$ cat src/rtl/median_filter_pkg.sv
// Shared types for the median filter pixel path: pixel_t, streamer FSM states,
// frame memory latency and the 24-bit word packing helpers.
package median_filter_pkg;

  typedef struct packed {
    logic [7:0] red;
    logic [7:0] green;
    logic [7:0] blue;
  } pixel_t;

  typedef enum logic [2:0] {
    IDLE,
    ISSUE,
    HBLANK,
    DRAIN,
    DONE
  } streamer_state_t;

  localparam int MEM_LATENCY = 1;

  function automatic pixel_t unpack_pixel(input logic [23:0] word);
    pixel_t p;
    p.red   = word[23:16];
    p.green = word[15:8];
    p.blue  = word[7:0];
    return p;
  endfunction

  function automatic logic [23:0] pack_pixel(input pixel_t p);
    return {p.red, p.green, p.blue};
  endfunction

  // $clog2 collapses to 0 for a single-entry range; keep every bus at least 1 bit wide.
  function automatic int clog2_min1(input int n);
    return (n > 1) ? $clog2(n) : 1;
  endfunction

endpackage

$ cat src/rtl/pixel_valid_if.sv
// Unidirectional pixel link with a valid qualifier and no backpressure.
interface pixel_valid_if;
  import median_filter_pkg::*;

  pixel_t pixel;
  logic   valid;

  modport master (output pixel, output valid);
  modport slave  (input  pixel, input  valid);
endinterface

$ cat src/rtl/raster_counter.sv
// Raster-order x/y position counter with end-of-line and end-of-frame flags.
import median_filter_pkg::*;

module raster_counter #(
  parameter int IMAGE_LEN    = 1080,
  parameter int IMAGE_HEIGHT = 720
) (
  input  logic clk,
  input  logic rst,
  input  logic clr,
  input  logic adv,
  output logic eol,
  output logic eof
);

  localparam int X_W = clog2_min1(IMAGE_LEN);
  localparam int Y_W = clog2_min1(IMAGE_HEIGHT);
  localparam logic [X_W-1:0] X_LAST = X_W'(IMAGE_LEN - 1);
  localparam logic [Y_W-1:0] Y_LAST = Y_W'(IMAGE_HEIGHT - 1);

  logic [X_W-1:0] x_reg;
  logic [Y_W-1:0] y_reg;

  assign eol = (x_reg == X_LAST);
  assign eof = eol && (y_reg == Y_LAST);

  always_ff @(posedge clk or posedge rst) begin
    if (rst) begin
      x_reg <= '0;
      y_reg <= '0;
    end else if (clr) begin
      x_reg <= '0;
      y_reg <= '0;
    end else if (adv) begin
      if (eol) begin
        x_reg <= '0;
        // y parks on the last line; the next frame clears it explicitly.
        if (!eof) begin
          y_reg <= y_reg + Y_W'(1);
        end
      end else begin
        x_reg <= x_reg + X_W'(1);
      end
    end
  end

endmodule

$ cat src/rtl/frame_pixel_streamer.sv
// Reads one frame from the frame buffer in raster order and streams it onto a
// pixel_valid_if master. FRAME_STREAMER_BLANKING_EN inserts H_BLANK idle cycles between lines.
import median_filter_pkg::*;

module frame_pixel_streamer #(
  parameter int IMAGE_LEN    = 1080,
  parameter int IMAGE_HEIGHT = 720,
  parameter int H_BLANK      = 4,
  parameter int MEM_ADDR_W   = clog2_min1(IMAGE_LEN * IMAGE_HEIGHT)
) (
  input  logic                  clk,
  input  logic                  rst,
  input  logic                  start_i,
  output logic                  mem_en_o,
  output logic [MEM_ADDR_W-1:0] mem_addr_o,
  input  logic [23:0]           mem_data_i,
  pixel_valid_if.master         pixel_valid_if_o,
  output logic                  busy_o,
  output logic                  done_o
);

  // One down-counter serves both the drain wait and the line blanking gap.
  localparam int WAIT_MAX = (H_BLANK > MEM_LATENCY) ? H_BLANK : MEM_LATENCY;
  localparam int WAIT_W   = clog2_min1(WAIT_MAX + 1);

  streamer_state_t       state_reg, state_next;
  logic [WAIT_W-1:0]     wait_cnt_reg, wait_cnt_next;
  logic [MEM_ADDR_W-1:0] addr_reg, addr_next;
  logic [MEM_LATENCY:0]  valid_pipe_reg;
  pixel_t                pixel_reg;
  logic                  issue;
  logic                  clr;
  logic                  eol;
  logic                  eof;

  raster_counter #(
    .IMAGE_LEN    (IMAGE_LEN),
    .IMAGE_HEIGHT (IMAGE_HEIGHT)
  ) u_raster (
    .clk (clk),
    .rst (rst),
    .clr (clr),
    .adv (issue),
    .eol (eol),
    .eof (eof)
  );

  always_comb begin
    state_next    = state_reg;
    wait_cnt_next = wait_cnt_reg;
    addr_next     = addr_reg;
    issue         = 1'b0;
    clr           = 1'b0;
    unique case (state_reg)
      IDLE: begin
        if (start_i) begin
          state_next = ISSUE;
          addr_next  = '0;
          clr        = 1'b1;
        end
      end
      ISSUE: begin
        issue = 1'b1;
        if (!eof) begin
          addr_next = addr_reg + MEM_ADDR_W'(1);
        end
        if (eof) begin
          state_next    = DRAIN;
          wait_cnt_next = WAIT_W'(MEM_LATENCY);
`ifdef FRAME_STREAMER_BLANKING_EN
        end else if (eol && (H_BLANK > 0)) begin
          state_next    = HBLANK;
          wait_cnt_next = WAIT_W'(H_BLANK - 1);
`endif
        end
      end
`ifdef FRAME_STREAMER_BLANKING_EN
      HBLANK: begin
        if (wait_cnt_reg == '0) begin
          state_next = ISSUE;
        end else begin
          wait_cnt_next = wait_cnt_reg - WAIT_W'(1);
        end
      end
`endif
      // Last read is in the memory, then in the output register, before DONE.
      DRAIN: begin
        if (wait_cnt_reg == '0) begin
          state_next = DONE;
        end else begin
          wait_cnt_next = wait_cnt_reg - WAIT_W'(1);
        end
      end
      DONE: begin
        state_next = IDLE;
      end
      default: begin
        state_next = IDLE;
      end
    endcase
  end

  always_ff @(posedge clk or posedge rst) begin
    if (rst) begin
      state_reg      <= IDLE;
      wait_cnt_reg   <= '0;
      addr_reg       <= '0;
      valid_pipe_reg <= '0;
      pixel_reg      <= '0;
    end else begin
      state_reg      <= state_next;
      wait_cnt_reg   <= wait_cnt_next;
      addr_reg       <= addr_next;
      valid_pipe_reg <= {valid_pipe_reg[MEM_LATENCY-1:0], issue};
      // Load only when read data is live so the pixel holds steady while invalid.
      if (valid_pipe_reg[MEM_LATENCY-1]) begin
        pixel_reg <= unpack_pixel(mem_data_i);
      end
    end
  end

  assign mem_en_o               = (state_reg == ISSUE);
  assign mem_addr_o             = addr_reg;
  assign busy_o                 = (state_reg != IDLE);
  assign done_o                 = (state_reg == DONE);
  assign pixel_valid_if_o.pixel = pixel_reg;
  assign pixel_valid_if_o.valid = valid_pipe_reg[MEM_LATENCY];

endmodule

$ cat src/flat_wrapper.sv
// flat-port wrapper written by rule: the top's interface ports become plain ports
module frame_pixel_streamer_flat 
#(
  parameter int IMAGE_LEN    = 1080,
  parameter int IMAGE_HEIGHT = 720,
  parameter int H_BLANK      = 4,
  parameter int MEM_ADDR_W   = clog2_min1(IMAGE_LEN * IMAGE_HEIGHT)
)
  (clk, rst, start_i, mem_en_o, mem_addr_o, mem_data_i, busy_o, done_o, pixel_valid_if_o_pixel, pixel_valid_if_o_valid);
  pixel_valid_if pixel_valid_if_o_i ();
  input  logic clk;
  input  logic rst;
  input  logic start_i;
  output logic mem_en_o;
  output logic [MEM_ADDR_W-1:0] mem_addr_o;
  input  logic [23:0] mem_data_i;
  output logic busy_o;
  output logic done_o;
  output wire logic [$bits(pixel_valid_if_o_i.pixel)-1:0] pixel_valid_if_o_pixel;
  output wire logic [$bits(pixel_valid_if_o_i.valid)-1:0] pixel_valid_if_o_valid;
  assign pixel_valid_if_o_pixel = pixel_valid_if_o_i.pixel;
  assign pixel_valid_if_o_valid = pixel_valid_if_o_i.valid;
  frame_pixel_streamer #(.IMAGE_LEN(IMAGE_LEN), .IMAGE_HEIGHT(IMAGE_HEIGHT), .H_BLANK(H_BLANK), .MEM_ADDR_W(MEM_ADDR_W)) u_core (.clk(clk), .rst(rst), .start_i(start_i), .mem_en_o(mem_en_o), .mem_addr_o(mem_addr_o), .mem_data_i(mem_data_i), .pixel_valid_if_o(pixel_valid_if_o_i), .busy_o(busy_o), .done_o(done_o));
endmodule
$ cat config.mk
export PLATFORM = sky130hd
export DESIGN_NAME = frame_pixel_streamer_flat
export DESIGN_NICKNAME = d
export VERILOG_FILES = /design/src/rtl/median_filter_pkg.sv /design/src/rtl/pixel_valid_if.sv /design/src/rtl/raster_counter.sv /design/src/rtl/frame_pixel_streamer.sv /design/src/flat_wrapper.sv
export SDC_FILE = /design/constraint.sdc
export NUM_CORES = 1
export LEC_CHECK = 0
export ABC_AREA = 1
export CAP_MARGIN = 20
export CORE_UTILIZATION = 30
export DETAILED_ROUTE_END_ITERATION = 10
export HOLD_SLACK_MARGIN = 0.02
export PLACE_DENSITY = 0.61
export SLEW_MARGIN = 20
export SYNTH_ARGS = -nofsm -noshare
export SYNTH_HDL_FRONTEND = slang
export SYNTH_SLANG_ARGS = --single-unit
$ cat constraint.sdc
create_clock -name clk -period 2.8 [get_ports clk]
set_clock_uncertainty 0.15 [all_clocks]
set_input_delay 0.84 -clock clk [delete_from_list [all_inputs] [get_ports clk]]
set_output_delay 0.84 -clock clk [all_outputs]
set_load 0.03 [all_outputs]
==> flow_summary.toml <==
[yosys]
synth_warnings = 0
yosysSeqAreaShare_pct = 46.3
synth.distinct_cells = 33
ys_ff_latch = 73
async_reset_ff_share_pct = 100
syn_avg_cell_area_um2 = 7.96
synth_top_area_share_pct = 46.3
syn_inst = 495
syn_area_mm2 = 0.00394
synth.area.top_cells = "dfrtp_1, nand2_1, mux2_2, nand3_1, nor2_1"
syn_nets = 527
synthFlopType = "dfrtp_1"
netlist_top_cells_count = "nand2_1, dfrtp_1, nor2_1"
yosysTopAreaCell = "dfrtp_1"
synth_edf_count = 0
yosysMostFrequentCell = "nand2_1"

[clock_network]
cts_setup_buffers = 0
cts_buffer_depth = 2
numCtsBuffers = 9
holdBufCountCts = 0
ctsResizeCount = 0
cts.sinks = 73
root_buffer = "clkbuf_16"
h-tree-depth = 3
clkLatencyLatePin_ns = 0.33
cts_tree = "built"
clk_pin_slew_ns = 0.05

[status]
status = "completed"

[setup_path]
arrival_ns = 1.63
worstPathMaxFanout = 2
critical_path_buf_inv_count = 2
max_stage_delay_ns = 0.68
crit_path_end_kind = "output pin"
cp.required_ns = 1.81
worst-setup-path-type = "reg -> out"
start_kind = "register"
path_cells = "inv_1, nand2_1, nor2_1, clkdlybuf4s50_1"
cp_slowest_cell = "clkdlybuf4s50_1"
critPathTopFamily = "buffers and inverters"

[timing]
fin_crit_sh_pct = 93.7
setup_viol = 0
slew_headroom_pct = 35.5
final_hold_viol_count = 0
grt_setup_unrepaired = "false"
fmax_mhz = 381
setup_tns_ns = 0
worstMarginPinSlew_ns = 0.968
fin_crit_ns = 2.62
slew_viol_final = 0

[global_routing]
gr-total-overflow = 0
grt_pass1_wl_um = 14800
grt.total_usage_pct = 13.8
grt_max_degree = 33
grt_pass1_vias = 3314
antenna_found_initial = 0

[finish]
antenna_cells = 0
nNetsFinal = 605
largest_reg_flops = 24
seqCellArea_mm2 = 0.00183
layout-drive-gt1-share_pct = 12.0
syn_to_final_growth_pct = 31.1
fill_cells = 1290
multiInputGateArea_mm2 = 0.00183

[floorplanning]
die_h_um = 117
start_util_pct = 31.0
io_pins = 75
die_x_um = 117
die_area_mm2 = 0.0136
design.core.area_mm2 = 0.0127
row_count = 41

[placed_design]
portBuffers = 74
routabilityCongestion = 0.804
dp_hpwl_um = 6290

[routing]
vias = 3419
drcViolationCount = 0
drt_first_pass_iters = 4
ant_nets = 0
wl_um = 8580
viasPerCell = 4.58
drt_iter0_markers = 204
avgRoutedWirePerCell_um = 11.5

[power_and_ir_drop]
ir_drop_uv = 279
power.static_leakage_nw = 2.42
power_mw = 2.33
p_per_area_mw_per_mm2 = 451

[min_path]
hold_path.class = "reg -> reg"

[job]
maxCapViolations = 0
## area by class of cell
cell class                 count  area share [%]
clock buffer                  10            4.62
clock inverter                 3           0.847
inverter                      53            3.97
multi-input combinational    357            35.5
sequential                    73            35.3
tap                          172            4.16
timing repair buffer          79            15.6
## power by group
group / switching, mW / internal (mW)
sequential: 0.00850 / 1.07
clock: 0.398 / 0.698
combinational: 0.0741 / 0.0788
total: 0.480 / 1.85
## per-stage QoR
step	setup slack (ns)	std cells	hold slack, ns	cell area, um2	utilization [%]
finish	0.176	747	0.337	5170	40.6
global route	0.116	747	0.369	5170	40.6
CTS	0.0184	747	0.346	5170	40.6
detailed placement	0.257	734	0.332	4880	38.4
global placement	0.302	734	0.304	4880	38.4
floorplan	0.917	495	0.202	3950	-
## tightest hold or removal path: stages (launching register included)
cell,delay (ns)
dfrtp_1,0.34
nand2_1,0.05
nand2_1,0.06
## placed cells by master (no fill, tap or decap), types with 2 or more instances in the layout
cell and instances:
a21oi_1 6, a31oi_1 2, buf_12 2, buf_4 3, clkbuf_16 9, clkdlybuf4s50_1 73
dfrtp_1 73, ha_1 5, inv_1 45, inv_2 6, mux2_2 24, nand2_1 147
nand2_2 4, nand3_1 53, nand3_2 2, nand4_1 4, nor2_1 58, nor2_2 3
nor2_4 5, nor3_1 5, o21ai_0 13, o21ai_1 6, o21bai_1 4, or2_2 3
xnor2_1 3, xor2_1 4
## routing by layer
| metal | vias up | global-route usage [%] | share of wire [%] |
|---|---|---|---|
| met5 | - | 0 | 0 |
| met4 | 0 | 7.85 | 1.7 |
| met3 | 10 | 2.34 | 4.8 |
| met2 | 71 | 23.5 | 48 |
| met1 | 1605 | 16.4 | 46 |
| li1 | 1733 | - | - |
## worst paths after layout
check / to / slack, ns / from / cells past startpoint
setup / recovery: done_o / 0.18 / u_core.state_reg[1]$_DFFE_PP0P_ / 4
hold / removal: u_core.wait_cnt_reg[1]$_DFFE_PP0P_ / 0.34 / u_core.wait_cnt_reg[1]$_DFFE_PP0P_ / 2
setup reg to reg: u_core.mem_addr_o[9]$_DFFE_PP0P_ / 0.74 / u_core.u_raster.y_reg[0]$_DFFE_PP0P_ / 10
hold reg to reg: u_core.wait_cnt_reg[1]$_DFFE_PP0P_ / 0.34 / u_core.wait_cnt_reg[1]$_DFFE_PP0P_ / 2
max in group asynchronous: u_core.mem_addr_o[12]$_DFFE_PP0P_ / 1.28 / rst / 3
min in group asynchronous: u_core.u_raster.y_reg[9]$_DFFE_PP0P_ / 0.73 / rst / 2
## cells by family after synthesis
group / count (synthesis) / share of synthesized area (%)
and+or+nand+nor: 287 / 31.7
xor gates and xnor gates: 7 / 1.56
adders and majority gates: 5 / 1.59
buffers and inverters: 65 / 7.14
AOI/OAI and AO/OA: 34 / 4.82
muxes: 24 / 6.85
DFF: 73 / 46.3
(Power assumes the default switching activity.)
